<file path="config.mk">
export PLATFORM = sky130hd
export DESIGN_NAME = prefetch_fetch_queue
export DESIGN_NICKNAME = d
export VERILOG_FILES = /design/src/rtl/prefetch_fetch_queue.sv
export SDC_FILE = /design/constraint.sdc
export NUM_CORES = 1
export LEC_CHECK = 0
export CAP_MARGIN = 30
export CORE_AREA = 2 2 115 117
export DETAILED_ROUTE_END_ITERATION = 10
export DIE_AREA = 0 0 117 119
export MAX_ROUTING_LAYER = met4
export PLACE_DENSITY = 0.79
export SYNTH_ARGS = -nofsm -noshare
export SYNTH_HDL_FRONTEND = slang
export SYNTH_SLANG_ARGS = --single-unit
</file>
<file path="constraint.sdc">
create_clock -name clk -period 5.84 [get_ports clk]
set_clock_uncertainty 0.15 [all_clocks]
set_input_delay 1.168 -clock clk [delete_from_list [all_inputs] [get_ports clk]]
set_output_delay 1.168 -clock clk [all_outputs]
set_load 0.05 [all_outputs]
</file>
<file path="src/rtl/prefetch_fetch_queue.sv">
// rtl/prefetch_fetch_queue.sv - instruction prefetch queue buffering {pc, instr} pairs ahead of decode
module prefetch_fetch_queue #(
    parameter int               WIDTH    = 16,
    parameter int               DEPTH    = 4,
    parameter int               PC_STEP  = 2,
    parameter logic [WIDTH-1:0] RESET_PC = '0
) (
    input  logic                       clk,
    input  logic                       rst,
    input  logic                       halt_sys,
    input  logic                       redirect,
    input  logic [WIDTH-1:0]           redirect_pc,
    output logic [WIDTH-1:0]           imem_addr,
    input  logic [WIDTH-1:0]           imem_data,
    input  logic                       deq_ready,
    output logic                       deq_valid,
    output logic [WIDTH-1:0]           deq_instr,
    output logic [WIDTH-1:0]           deq_pc,
    output logic [$clog2(DEPTH+1)-1:0] count,
    output logic                       full
);

    localparam int PW = $clog2(DEPTH);
    localparam int CW = $clog2(DEPTH+1);

    logic [WIDTH-1:0] fetch_pc;
    logic [PW-1:0]    wr_ptr;
    logic [PW-1:0]    rd_ptr;
    logic [WIDTH-1:0] pc_mem    [DEPTH];
    logic [WIDTH-1:0] instr_mem [DEPTH];
    logic             push;
    logic             pop;

    // full comes from the registered count, so a same-cycle pop never frees a slot
    assign full      = (count == CW'(DEPTH));
    assign deq_valid = (count != '0);
    assign push      = !redirect && !halt_sys && !full;
    assign pop       = deq_valid && deq_ready;

    assign imem_addr = fetch_pc;
    assign deq_pc    = pc_mem[rd_ptr];
    assign deq_instr = instr_mem[rd_ptr];

    always_ff @(posedge clk) begin
        if (rst) begin
            fetch_pc <= RESET_PC;
            wr_ptr   <= '0;
            rd_ptr   <= '0;
            count    <= '0;
            for (int i = 0; i < DEPTH; i++) begin
                pc_mem[i]    <= '0;
                instr_mem[i] <= '0;
            end
        end else if (redirect) begin
            // a pop in this cycle still completes for the consumer; state just restarts
            fetch_pc <= redirect_pc;
            wr_ptr   <= '0;
            rd_ptr   <= '0;
            count    <= '0;
        end else begin
            if (push) begin
                pc_mem[wr_ptr]    <= fetch_pc;
                instr_mem[wr_ptr] <= imem_data;
                wr_ptr            <= wr_ptr + PW'(1);
                fetch_pc          <= fetch_pc + WIDTH'(PC_STEP);
            end
            if (pop) begin
                rd_ptr <= rd_ptr + PW'(1);
            end
            count <= count + CW'(push) - CW'(pop);
        end
    end

endmodule

</file>
Word-level counts from Yosys, hierarchy flattened

Memories as Yosys holds them, arrays and structs flattened. A register that Yosys moved wholly into a read port is not among the register bits.
Index checks and enable logic that the tools add are counted.
Widths: inputs -> output; s select.

Register bits after elaboration: 23
Memory bits (writable): 128
Input bits: 37
Output and inout bits: 53
Word-level logic and storage cells: 41
Memories kept: 2

Add/subtract/negate cells: 5
Equal/unequal tests: 1
Multiplexer cells: 18
Reductions and logical operators: 11

Memory list:

| name      | words | width | read ports | clocked after memory_dff | write ports | RTL line | text |
|---|---|---|---|---|---|---|---|
| instr_mem | 4     | 16    | 1          | 1                        | 4           | 30       | `logic [WIDTH-1:0] instr_mem [DEPTH];` |
| pc_mem    | 4     | 16    | 1          | 1                        | 4           | 29       | `logic [WIDTH-1:0] pc_mem [DEPTH];` |

Operators by type and width:

| operator              | number |
|---|---|
| $mux 16               | 4 |
| $reduce_or 16->1      | 2 |
| $add 16x2->16 const B | 1 |
| $mux 2                | 6 |
| $mux 1                | 8 |
| $add 2x1->2 const B   | 2 |
| $add 3x1->3           | 1 |
| $eq 3x3->1 const B    | 1 |
| $logic_and 1x1->1     | 3 |
| $logic_not 1->1       | 3 |
| $reduce_bool 3->1     | 1 |
| $sub 3x1->3           | 1 |
| $reduce_bool 2->1     | 1 |
| $reduce_or 2->1       | 1 |

Longest topological paths before layout

Gate-level depths: netlist (run 1).

Word-level depth: 9
Mapped depth: 12
Depth with buffers taken out: 11

Worst setup path after synthesis (run 1)

OpenSTA, ideal clock, no wires.

Path type: input-to-reg
Start: input redirect
End: register count[2]
Library setup time: 118 ps
Data arrival time: 3153 ps
Setup slack: 2419 ps
Cell stages on the path: 12
Path through: clkbuf_1 > clkbuf_1 > nor3_1 > inv_1 > ha_1 > inv_1 > ha_1 > inv_1 > fa_1 > xor2_1 > xnor2_1 > nor2_1

Word-level cells in the longest chain between the ends: 5

Ends and longest elaborated chain:

| element                         | RTL line | text |
|---|---|---|
| from (decl)                     | 11       | `input logic redirect,` |
| $logic_not 1->1                 | 37       | `assign push = !redirect && !halt_sys && !full;` |
| $logic_and 1x1->1 (2 in series) | 37       |  |
| $add 3x1->3                     | 70       | `count <= count + CW'(push) - CW'(pop);` |
| $sub 3x1->3                     | 70       |  |
| to (signal assigned)            | 70       |  |
| to (decl)                       | 19       | `output logic [$clog2(DEPTH+1)-1:0] count,` |

Parallel ways exist; a longest one is shown, timed or not.
A chain may end at the register's enable or synchronous reset.

==> flow_summary_export.csv, run 1 <==
group,metric,value,unit
grt,grtUsageTotal,0.222,
final_layout,nets,602,
cts,postCtsResizedCells,0,
floorplanning,die_height,119,um
floorplanning,fp-row-count,42,
timing,slew_violations,0,
floorplanning,ios,90,
timing,final-setup-viol-count,0,
timing,worstMarginPinSlew,0.988,ns
logic_synthesis,ys_ff_latch,153,
logic_synthesis,synth_cell_types,45,
routing,wl_per_cell,18.5,um
grt,antenna_found_initial,0,
critical_path,slowest_stage,"dfxtp_2",
timing,rsz0062_at_grt,"no",
timing,slew-limit-headroom,0.341,
critical_path,cp.arrival,2.91,ns
critical_path,critPathKind,"reg -> out",
critical_path,reg2reg_setup_slack,2.95,ns
logic_synthesis,ys.flop_type,"edfxtp_1",
logic_synthesis,yosysTopAreaCell,"edfxtp_1",
pwr,p_int,2.09,mW
floorplanning,initial_core_util,0.535,
pwr,power_density,315,nW/um2
timing,fin_crit_sh,0.725,
pwr,p_leak,3.17,nW
pwr,p_switching,0.630,mW
critical_path,cp_max_fo,17,
timing,fmax,236,MHz
cts,cts_root_buffer,"clkbuf_16",
routing,viasPerCell,5.44,
floorplanning,dieArea,13900,um2
pwr,peakVddDrop,0.000206,V
logic_synthesis,synth_top_area_frac,0.558,
cts,numCtsBuffers,17,
logic_synthesis,ys_seq_area_frac,0.630,
critical_path,crit_chain,"buf_4 -> mux4_2 -> clkdlybuf4s50_1",
pwr,combPwrFrac,0.108,
cts,cts_max_path_buffers,2,
pwr,clockPowerShare,0.425,
critical_path,slowest_delay,0.73,ns
final_layout,layout-drive-gt1-share,0.146,
grt,grt_pass1_vias,4403,
pwr,swShare,0.232,
run,cap_violations,0,
logic_synthesis,yosysWarnings,0,
routing,post-route-drc-count,0,
logic_synthesis,synth.net_count,514,
grt,grt_overflow,0,
timing,finalWorstSetupSlack,1.61,ns
final_layout,area_growth,25.4,%
routing,drt-total-wl,13900,um
logic_synthesis,synth_common_cells,"128 x and2_1, 128 x edfxtp_1, 32 x mux4_2",
critical_path,startpoint_type,"register",
cts,clock_sinks,153,
pwr,pwr-share-seq,0.467,
logic_synthesis,synth_area_leaders,"edfxtp_1 56%, and2_1 12%, mux4_2 10%",
timing,period_minus_slack,4.23,ns
floorplanning,core,12900,um2
routing,dr.pass1.iters,4,
grt,grt_pass1_wl,22200,um
routing,initialDrtViolationCount,348,
worst_hold_path,min_path_type,"reg -> reg",
timing,tns,0,ns
cts,cts_tree,"done",
cts,clock_latency,0.42,ns
routing,vias,4082,
routing,ant_nets,0,
timing,hold_viol_final,0,
cts,clk_pin_slew,0.06,ns
cts,cts_hold_buf,0,
place,post-dp-hpwl,8400,um
place,gp_congestion,0.794,
status,status,"completed",
critical_path,end_kind,"primary output",
place,dp_worst_setup_slack,1.27,ns
grt,grt_max_degree,39,
cts,post-cts-setup-buffer-count,0,
logic_synthesis,synth_edf_count,128,
final_layout,antennaDiodeCount,0,
critical_path,cp.required,4.52,ns
logic_synthesis,synth_area,6890,um2
logic_synthesis,syn_inst,473,
logic_synthesis,synth_async_sr_flop_share,0,
cts,h-tree-depth,4,
logic_synthesis,syn-mean-instance-area,14.6,um2
place,numPortBuffers,89,
floorplanning,die_width,117,um
## logic make-up (layout without fill, tap and decap cells)
| family | Yosys count | after routing | synth area share |
|---|---|---|---|
| compound gates | 29 | 29 | 0.0329 |
| xor+xnor | 15 | 15 | 0.0191 |
| fa+ha+maj | 4 | 4 | 0.00835 |
| buf+inv | 44 | 145 | 0.0272 |
| flops | 153 | 153 | 0.630 |
| mux | 35 | 35 | 0.110 |
| simple gates | 193 | 193 | 0.173 |
## layout make-up
type	instances	area, um2
clock buffer	25	582
clock inverter	7	65.1
fill	886	4230
inverter	15	56.3
multi-input combinational	276	2360
sequential	153	4350
tap	176	220
timing repair buffer	98	1010
## critical path, delay by kind of cell, from the launching register on
family	cells	cell delay (ns)
mux	1	0.60
buf+inv	2	1.16
flops	1	0.73
## flip-flops by register name, summed over array words and instances, names as in the netlist, named ones only
register / cells
imem_addr: 16
rd_ptr: 2
wr_ptr: 2
pc_mem: 64
count: 3
instr_mem: 64
## metrics by stage
| stage | instance area [um2] | hold slack (ns) | util | power, mW | std cells |
|---|---|---|---|---|---|
| 2_1_floorplan | 6890 | 0.335 | - | 1.47 | 473 |
| 3_3_place_gp | 7920 | 0.357 | 0.615 | 1.58 | 715 |
| 3_5_place_dp | 7980 | 0.378 | 0.619 | 1.58 | 717 |
| 4_1_cts | 8620 | 0.397 | 0.670 | 2.73 | 749 |
| 5_1_grt | 8640 | 0.445 | 0.671 | 2.80 | 750 |
| 6_report | 8640 | 0.393 | 0.671 | 2.72 | 750 |
## worst paths after layout
path,from,to,depth (start not counted)
hold reg to reg,rd_ptr[1],rd_ptr[1],2
setup reg to reg,count[1],count[2],12
hold / removal,rd_ptr[1],rd_ptr[1],2
setup / recovery,register,deq_pc[10],3
## power by group through the flow
stage | clock (mW) | combinational, mW | sequential [mW]
floorplan | 0 | 0.163 | 1.31
global placement | 0 | 0.288 | 1.29
detailed placement | 0 | 0.292 | 1.29
CTS | 1.17 | 0.294 | 1.27
global route | 1.21 | 0.310 | 1.28
finish | 1.16 | 0.293 | 1.27
## cell usage in the layout (no fill, tap or decap), types with 2 or more instances in the layout
master           count
a2111oi_1            2
a21oi_1              9
a31o_2               3
and2_1             128
and3_1               3
buf_16               2
buf_4                6
clkbuf_16           22
clkbuf_8             2
clkdlybuf4s50_1     89
clkinv_2             2
dfxtp_1             24
edfxtp_1           128
ha_1                 3
inv_1               15
inv_4                4
mux4_2              32
nand2_1              5
nand2b_1             2
nand3_1              3
nand4b_1             2
nor2_1              14
nor2b_1              8
nor3_1              10
nor4_1               5
nor4b_1              3
o21a_1              10
xnor2_1              4
xor2_1              11
## per-layer routing
metal | vias to the layer above | part of all wire | track usage
li1 | 1904 | - | -
met1 | 2010 | 0.42 | 0.271
met3 | 14 | 0.057 | 0.0539
met2 | 154 | 0.51 | 0.370
met5 | - | 0 | -
met4 | 0 | 0.012 | 0.0647
Note: power is estimated with default switching activity, not from simulation.
==> run 2, diff against run 1 <==
==> constraint.sdc (replaced) <==
create_clock -name clk -period 4.05 [get_ports clk]
set_clock_uncertainty 0.15 [all_clocks]
set_input_delay 0.81 -clock clk [delete_from_list [all_inputs] [get_ports clk]]
set_output_delay 0.81 -clock clk [all_outputs]
set_load 0.05 [all_outputs]
==> run 2 against run 1 <==
  * Power up 34%
  * Combinational power up 45%
  * First-iteration DRC count rose by 17%
  * Via count is 1.1% higher
  * Clock power grew 20%
  * Worst hold slack improved by 0.0012 ns
  * Register-to-register slack lost 1.5 ns
  * Die area unchanged
  * Sequential power increased by 44%
  * Critical path depth is the same
  * Global-route usage up 0.69 points
  * Cell area fell by 1.3%
==> flow_summary_export.csv, run 2 (synthesized netlist as in run 1, its figures left out) <==
group,metric,value,unit
status,status,"completed",
floorplanning,ios,90,
routing,wl_per_cell,19.1,um
final_layout,layout-drive-gt1-share,0.142,
final_layout,nets,607,
grt,grt_overflow,0,
timing,final-setup-viol-count,0,
pwr,power_density,427,nW/um2
critical_path,worst-path-buf-inv,2,
cts,postCtsResizedCells,0,
grt,grtUsageTotal,0.229,
worst_hold_path,hold_depth,2,
timing,slew_violations,0,
grt,grt_pass1_wl,23000,um
critical_path,slowest_delay,0.72,ns
routing,dr.pass1.iters,5,
floorplanning,core,12900,um2
worst_hold_path,min_path_type,"reg -> reg",
grt,grt_most_used_layer,"met2",
grt,grt_pass1_vias,4464,
final_layout,fill_cells,930,
floorplanning,fp-row-count,42,
cts,clock_latency,0.42,ns
routing,drt-total-wl,14400,um
critical_path,reg2reg_setup_slack,1.45,ns
timing,hold_viol_final,0,
place,post-dp-hpwl,8530,um
routing,vias,4128,
timing,period_minus_slack,3.59,ns
place,gp_congestion,0.823,
timing,fin_crit_sh,0.886,
critical_path,cp.depth,3,
timing,tns,0,ns
critical_path,cp.arrival,2.63,ns
floorplanning,initial_core_util,0.535,
critical_path,critPathKind,"reg -> out",
final_layout,area_growth,23.8,%
routing,initialDrtViolationCount,407,
critical_path,worstReg2RegEnd,"count[2]",
grt,use_met2,0.368,
cts,h-tree-depth,4,
final_layout,antennaDiodeCount,0,
pwr,p_leak,3.12,nW
cts,cts_hold_buf,0,
routing,ant_nets,0,
place,post_dp_cell_area,8020,um2
cts,clock_sinks,153,
place,numPortBuffers,89,
cts,cts_tree,"done",
grt,antenna_found_initial,0,
run,cap_violations,0,
pwr,peakVddDrop,0.000235,V
timing,fmax,279,MHz
critical_path,cp.required,3.09,ns
final_layout,fin_cells,754,
critical_path,reg2reg_from,"count[1]",
worst_hold_path,hp-start,"rd_ptr[0]",
grt,use_met3,0.0494,
cts,cts_max_path_buffers,2,
final_layout,stdcell_area,8530,um2
critical_path,cpLargestDelayFamily,"buffers and inverters",
place,dp.cells,723,
timing,rsz0062_at_grt,"no",
timing,finalWorstSetupSlack,0.463,ns
timing,slew-limit-headroom,0.402,
critical_path,cp_max_fo,13,
critical_path,slowest_stage,"clkdlybuf4s50_1",
timing,worstMarginPinSlew,0.897,ns
grt,grt_max_degree,33,
floorplanning,die_width,117,um
cts,numCtsBuffers,17,
cts,post-cts-setup-buffer-count,0,
critical_path,startpoint_type,"register",
floorplanning,dieArea,13900,um2
routing,post-route-drc-count,0,
critical_path,reg2regPathDepth,11,
grt,use_met1,0.289,
critical_path,end_kind,"primary output",
cts,clk_pin_slew,0.06,ns
final_layout,layout_common_cells,"128 x and2_1, 128 x edfxtp_1, 89 x clkdlybuf4s50_1",
critical_path,crit_chain,"buf_4 -> mux4_2 -> clkdlybuf4s50_1",
routing,viasPerCell,5.47,
cts,cts_root_buffer,"clkbuf_16",
place,dp_worst_setup_slack,0.523,ns
floorplanning,die_height,119,um
## run 2: final cells by class
| cell class | instances | area (um2) | share of cell area |
|---|---|---|---|
| sequential | 153 | 4350 | 0.509 |
| multi-input combinational | 276 | 2360 | 0.277 |
| inverter | 15 | 56.3 | 0.00660 |
| clock buffer | 26 | 489 | 0.0573 |
| tap | 176 | 220 | 0.0258 |
| timing repair buffer | 103 | 1040 | 0.121 |
| clock inverter | 5 | 23.8 | 0.00279 |
## run 2: power breakdown
part / switching (mW) / internal [mW] / leakage [nW]
clock: 0.568 / 0.821 / 0.255
sequential: 0.0495 / 1.78 / 1.53
combinational: 0.257 / 0.169 / 1.33
total: 0.874 / 2.77 / 3.12
## run 2: how the worst max path moves through the flow
| stage | from | slack [ns] | to |
|---|---|---|---|
| floorplan | count[2] | 0.97 | count[2] |
| global placement | redirect | 0.60 | instr_mem[1][1] |
| detailed placement | redirect | 0.52 | count[2] |
| CTS | register | 0.42 | deq_instr[11] |
| finish | register | 0.46 | deq_instr[15] |
| global route | register | 0.33 | deq_instr[11] |
## run 2: worst reg2reg max path: stages, from the launching register on
cell	delay, ns
dfxtp_1	0.51
nor3b_4	0.09
nor3_1	0.35
inv_1	0.10
ha_1	0.30
inv_1	0.06
ha_1	0.13
inv_1	0.04
fa_1	0.38
xor2_1	0.18
xnor2_1	0.16
nor2_1	0.05
## run 2: through the flow
stage | total power [mW] | util | hold WS, ns
2_1_floorplan | 2.12 | - | 0.335
3_3_place_gp | 2.28 | 0.620 | 0.359
3_5_place_dp | 2.29 | 0.623 | 0.374
4_1_cts | 3.67 | 0.663 | 0.398
5_1_grt | 3.76 | 0.663 | 0.430
6_report | 3.65 | 0.663 | 0.395
## run 2: routing by layer
metal	wire [um]	vias to the layer above
met5	0	-
met4	293	0
met3	607	25
met2	7280	114
met1	6200	2085
li1	-	1904
==> run 3, diff against run 2 <==
--- a/config.mk
+++ b/config.mk
@@ -6,11 +6,13 @@
 export NUM_CORES = 1
 export LEC_CHECK = 0
 export CAP_MARGIN = 30
-export CORE_AREA = 2 2 115 117
+export CORE_AREA = 2 2 122 112
+export CTS_CLUSTER_SIZE = 25
 export DETAILED_ROUTE_END_ITERATION = 10
-export DIE_AREA = 0 0 117 119
+export DIE_AREA = 0 0 124 114
 export MAX_ROUTING_LAYER = met4
-export PLACE_DENSITY = 0.79
+export PLACE_DENSITY = 0.78
+export SLEW_MARGIN = 20
 export SYNTH_ARGS = -nofsm -noshare
 export SYNTH_HDL_FRONTEND = slang
 export SYNTH_SLANG_ARGS = --single-unit
==> run 3 against run 2 <==
  * Maximum frequency is 4.3% higher
  * First-iteration DRC count shrank 17%
  * Worst hold slack worse by 0.0097 ns
  * Critical path type unchanged
  * Clock power grew 9%
  * Final cell count is 0.27% lower
  * Non-clock buffer count is 3 higher
  * Die area grew 1.5%
  * Worst setup slack better by 0.15 ns
  * Register-to-register slack got worse by 0.27 ns
  * Utilization is 0.32 points lower
  * Combinational power is 1% higher
  * Critical path depth unchanged
==> flow_summary_export.csv, run 3 (synthesized netlist as in run 1, its figures left out) <==
group,metric,value,unit
floorplanning,core,13000,um2
timing,fmax,291,MHz
routing,post-route-drc-count,0,
final_layout,area_growth,24.5,%
grt,antenna_found_initial,1,
cts,clock_latency,0.42,ns
timing,tns,0,ns
floorplanning,ios,90,
worst_hold_path,hold_depth,2,
pwr,finalPower,3.77,mW
cts,numCtsBuffers,17,
routing,initialDrtViolationCount,338,
pwr,power_density,439,nW/um2
cts,cts_hold_buf,0,
critical_path,worst-path-buf-inv,2,
grt,grt_pass1_vias,4251,
place,gp_congestion,0.836,
pwr,peakVddDrop,0.000284,V
cts,cts_max_path_buffers,2,
timing,period_minus_slack,3.44,ns
grt,grt_max_degree,33,
critical_path,slowest_delay,0.73,ns
place,dp_worst_setup_slack,0.470,ns
grt,grt_pass1_wl,22700,um
floorplanning,die_width,124,um
critical_path,cp_max_fo,27,
critical_path,cp.required,3.09,ns
timing,finalWorstSetupSlack,0.613,ns
timing,fin_hold_ws,0.385,ns
routing,dr.pass1.iters,5,
status,status,"completed",
worst_hold_path,min_path_type,"reg -> reg",
final_layout,nets,610,
timing,fin_crit_sh,0.849,
grt,grt_overflow,0,
final_layout,fill_cells,903,
critical_path,slowest_stage,"clkdlybuf4s50_1",
routing,wl_per_cell,19.1,um
routing,ant_nets,0,
critical_path,critPathKind,"reg -> out",
pwr,p_leak,3.14,nW
cts,clk_pin_slew,0.06,ns
critical_path,cp.depth,3,
floorplanning,die_height,114,um
critical_path,end_kind,"primary output",
cts,clock_sinks,153,
cts,post-cts-setup-buffer-count,0,
grt,use_met3,0.0595,
critical_path,cp.arrival,2.48,ns
timing,rsz0062_at_grt,"no",
timing,slew-limit-headroom,0.391,
grt,grt_most_used_layer,"met2",
critical_path,reg2regPathDepth,12,
timing,worstMarginPinSlew,0.913,ns
timing,hold_viol_final,0,
final_layout,layout_common_cells,"128 x and2_1, 128 x edfxtp_1, 89 x clkdlybuf4s50_1",
timing,final-setup-viol-count,0,
floorplanning,initial_core_util,0.530,
timing,slew_violations,0,
place,numPortBuffers,89,
floorplanning,dieArea,14100,um2
run,cap_violations,0,
cts,postCtsResizedCells,0,
grt,use_met1,0.303,
place,post-dp-hpwl,9130,um
critical_path,cpLargestDelayFamily,"buffers and inverters",
grt,use_met2,0.342,
critical_path,startpoint_type,"register",
cts,cts_tree,"done",
floorplanning,fp-row-count,40,
routing,vias,4148,
grt,grtUsageTotal,0.224,
critical_path,crit_chain,"buf_12 -> mux4_2 -> clkdlybuf4s50_1",
final_layout,layout-drive-gt1-share,0.151,
cts,h-tree-depth,4,
routing,viasPerCell,5.52,
routing,drt-total-wl,14400,um
cts,cts_root_buffer,"clkbuf_16",
## run 3: changes by cell type in the layout (fill, tap and decap cells not counted), sizes merged
cell and change:
clkbuf -7, buf +3, diode +2, clkinvlp +1, clkinv +4, bufinv +2
inv +1
## run 3: metal layers
layer	vias up	wire length, um
met4	0	126
li1	1914	-
met5	-	0
met3	14	743
met1	2088	6500
met2	132	7010
## run 3: per-stage QoR
stage          instances   util  area (um2)
3_3_place_gp         716  0.614        7990
5_1_grt              751  0.659        8580
3_5_place_dp         718  0.616        8020
2_1_floorplan        473      -        6890
6_report             752  0.660        8580
4_1_cts              750  0.659        8580
## run 3: where the power goes
part / internal (mW) / switching, mW
combinational: 0.172 / 0.260
sequential: 1.78 / 0.0491
clock: 0.900 / 0.610
## run 3: layout make-up
cell class              count  area (um2)  area share
diodes                      2        5.00    0.000583
clock buffers              19         433      0.0504
clock inverters            13         129      0.0150
inverters                  15        56.3     0.00656
multi-input cells         276        2360       0.275
flip-flops and latches    153        4350       0.506
well taps                 168         210      0.0245
repair buffers            106        1040       0.121
## run 3: final timing paths
path	end	start	slack, ns
worst max-delay path	deq_pc[13]	register	0.61
worst min-delay path	rd_ptr[1]	rd_ptr[1]	0.38
worst max register to register	count[2]	count[1]	1.18
worst min register to register	rd_ptr[1]	rd_ptr[1]	0.38
## run 3: worst reg2reg max path: cells and delay by family, from the launching register on
kind / cells / cell delay (ns)
AND/OR/NAND/NOR: 3 / 0.57
buffers and inverters: 4 / 0.41
adder cells (fa/ha/maj): 3 / 0.80
flip-flops: 1 / 0.50
XOR/XNOR: 2 / 0.34
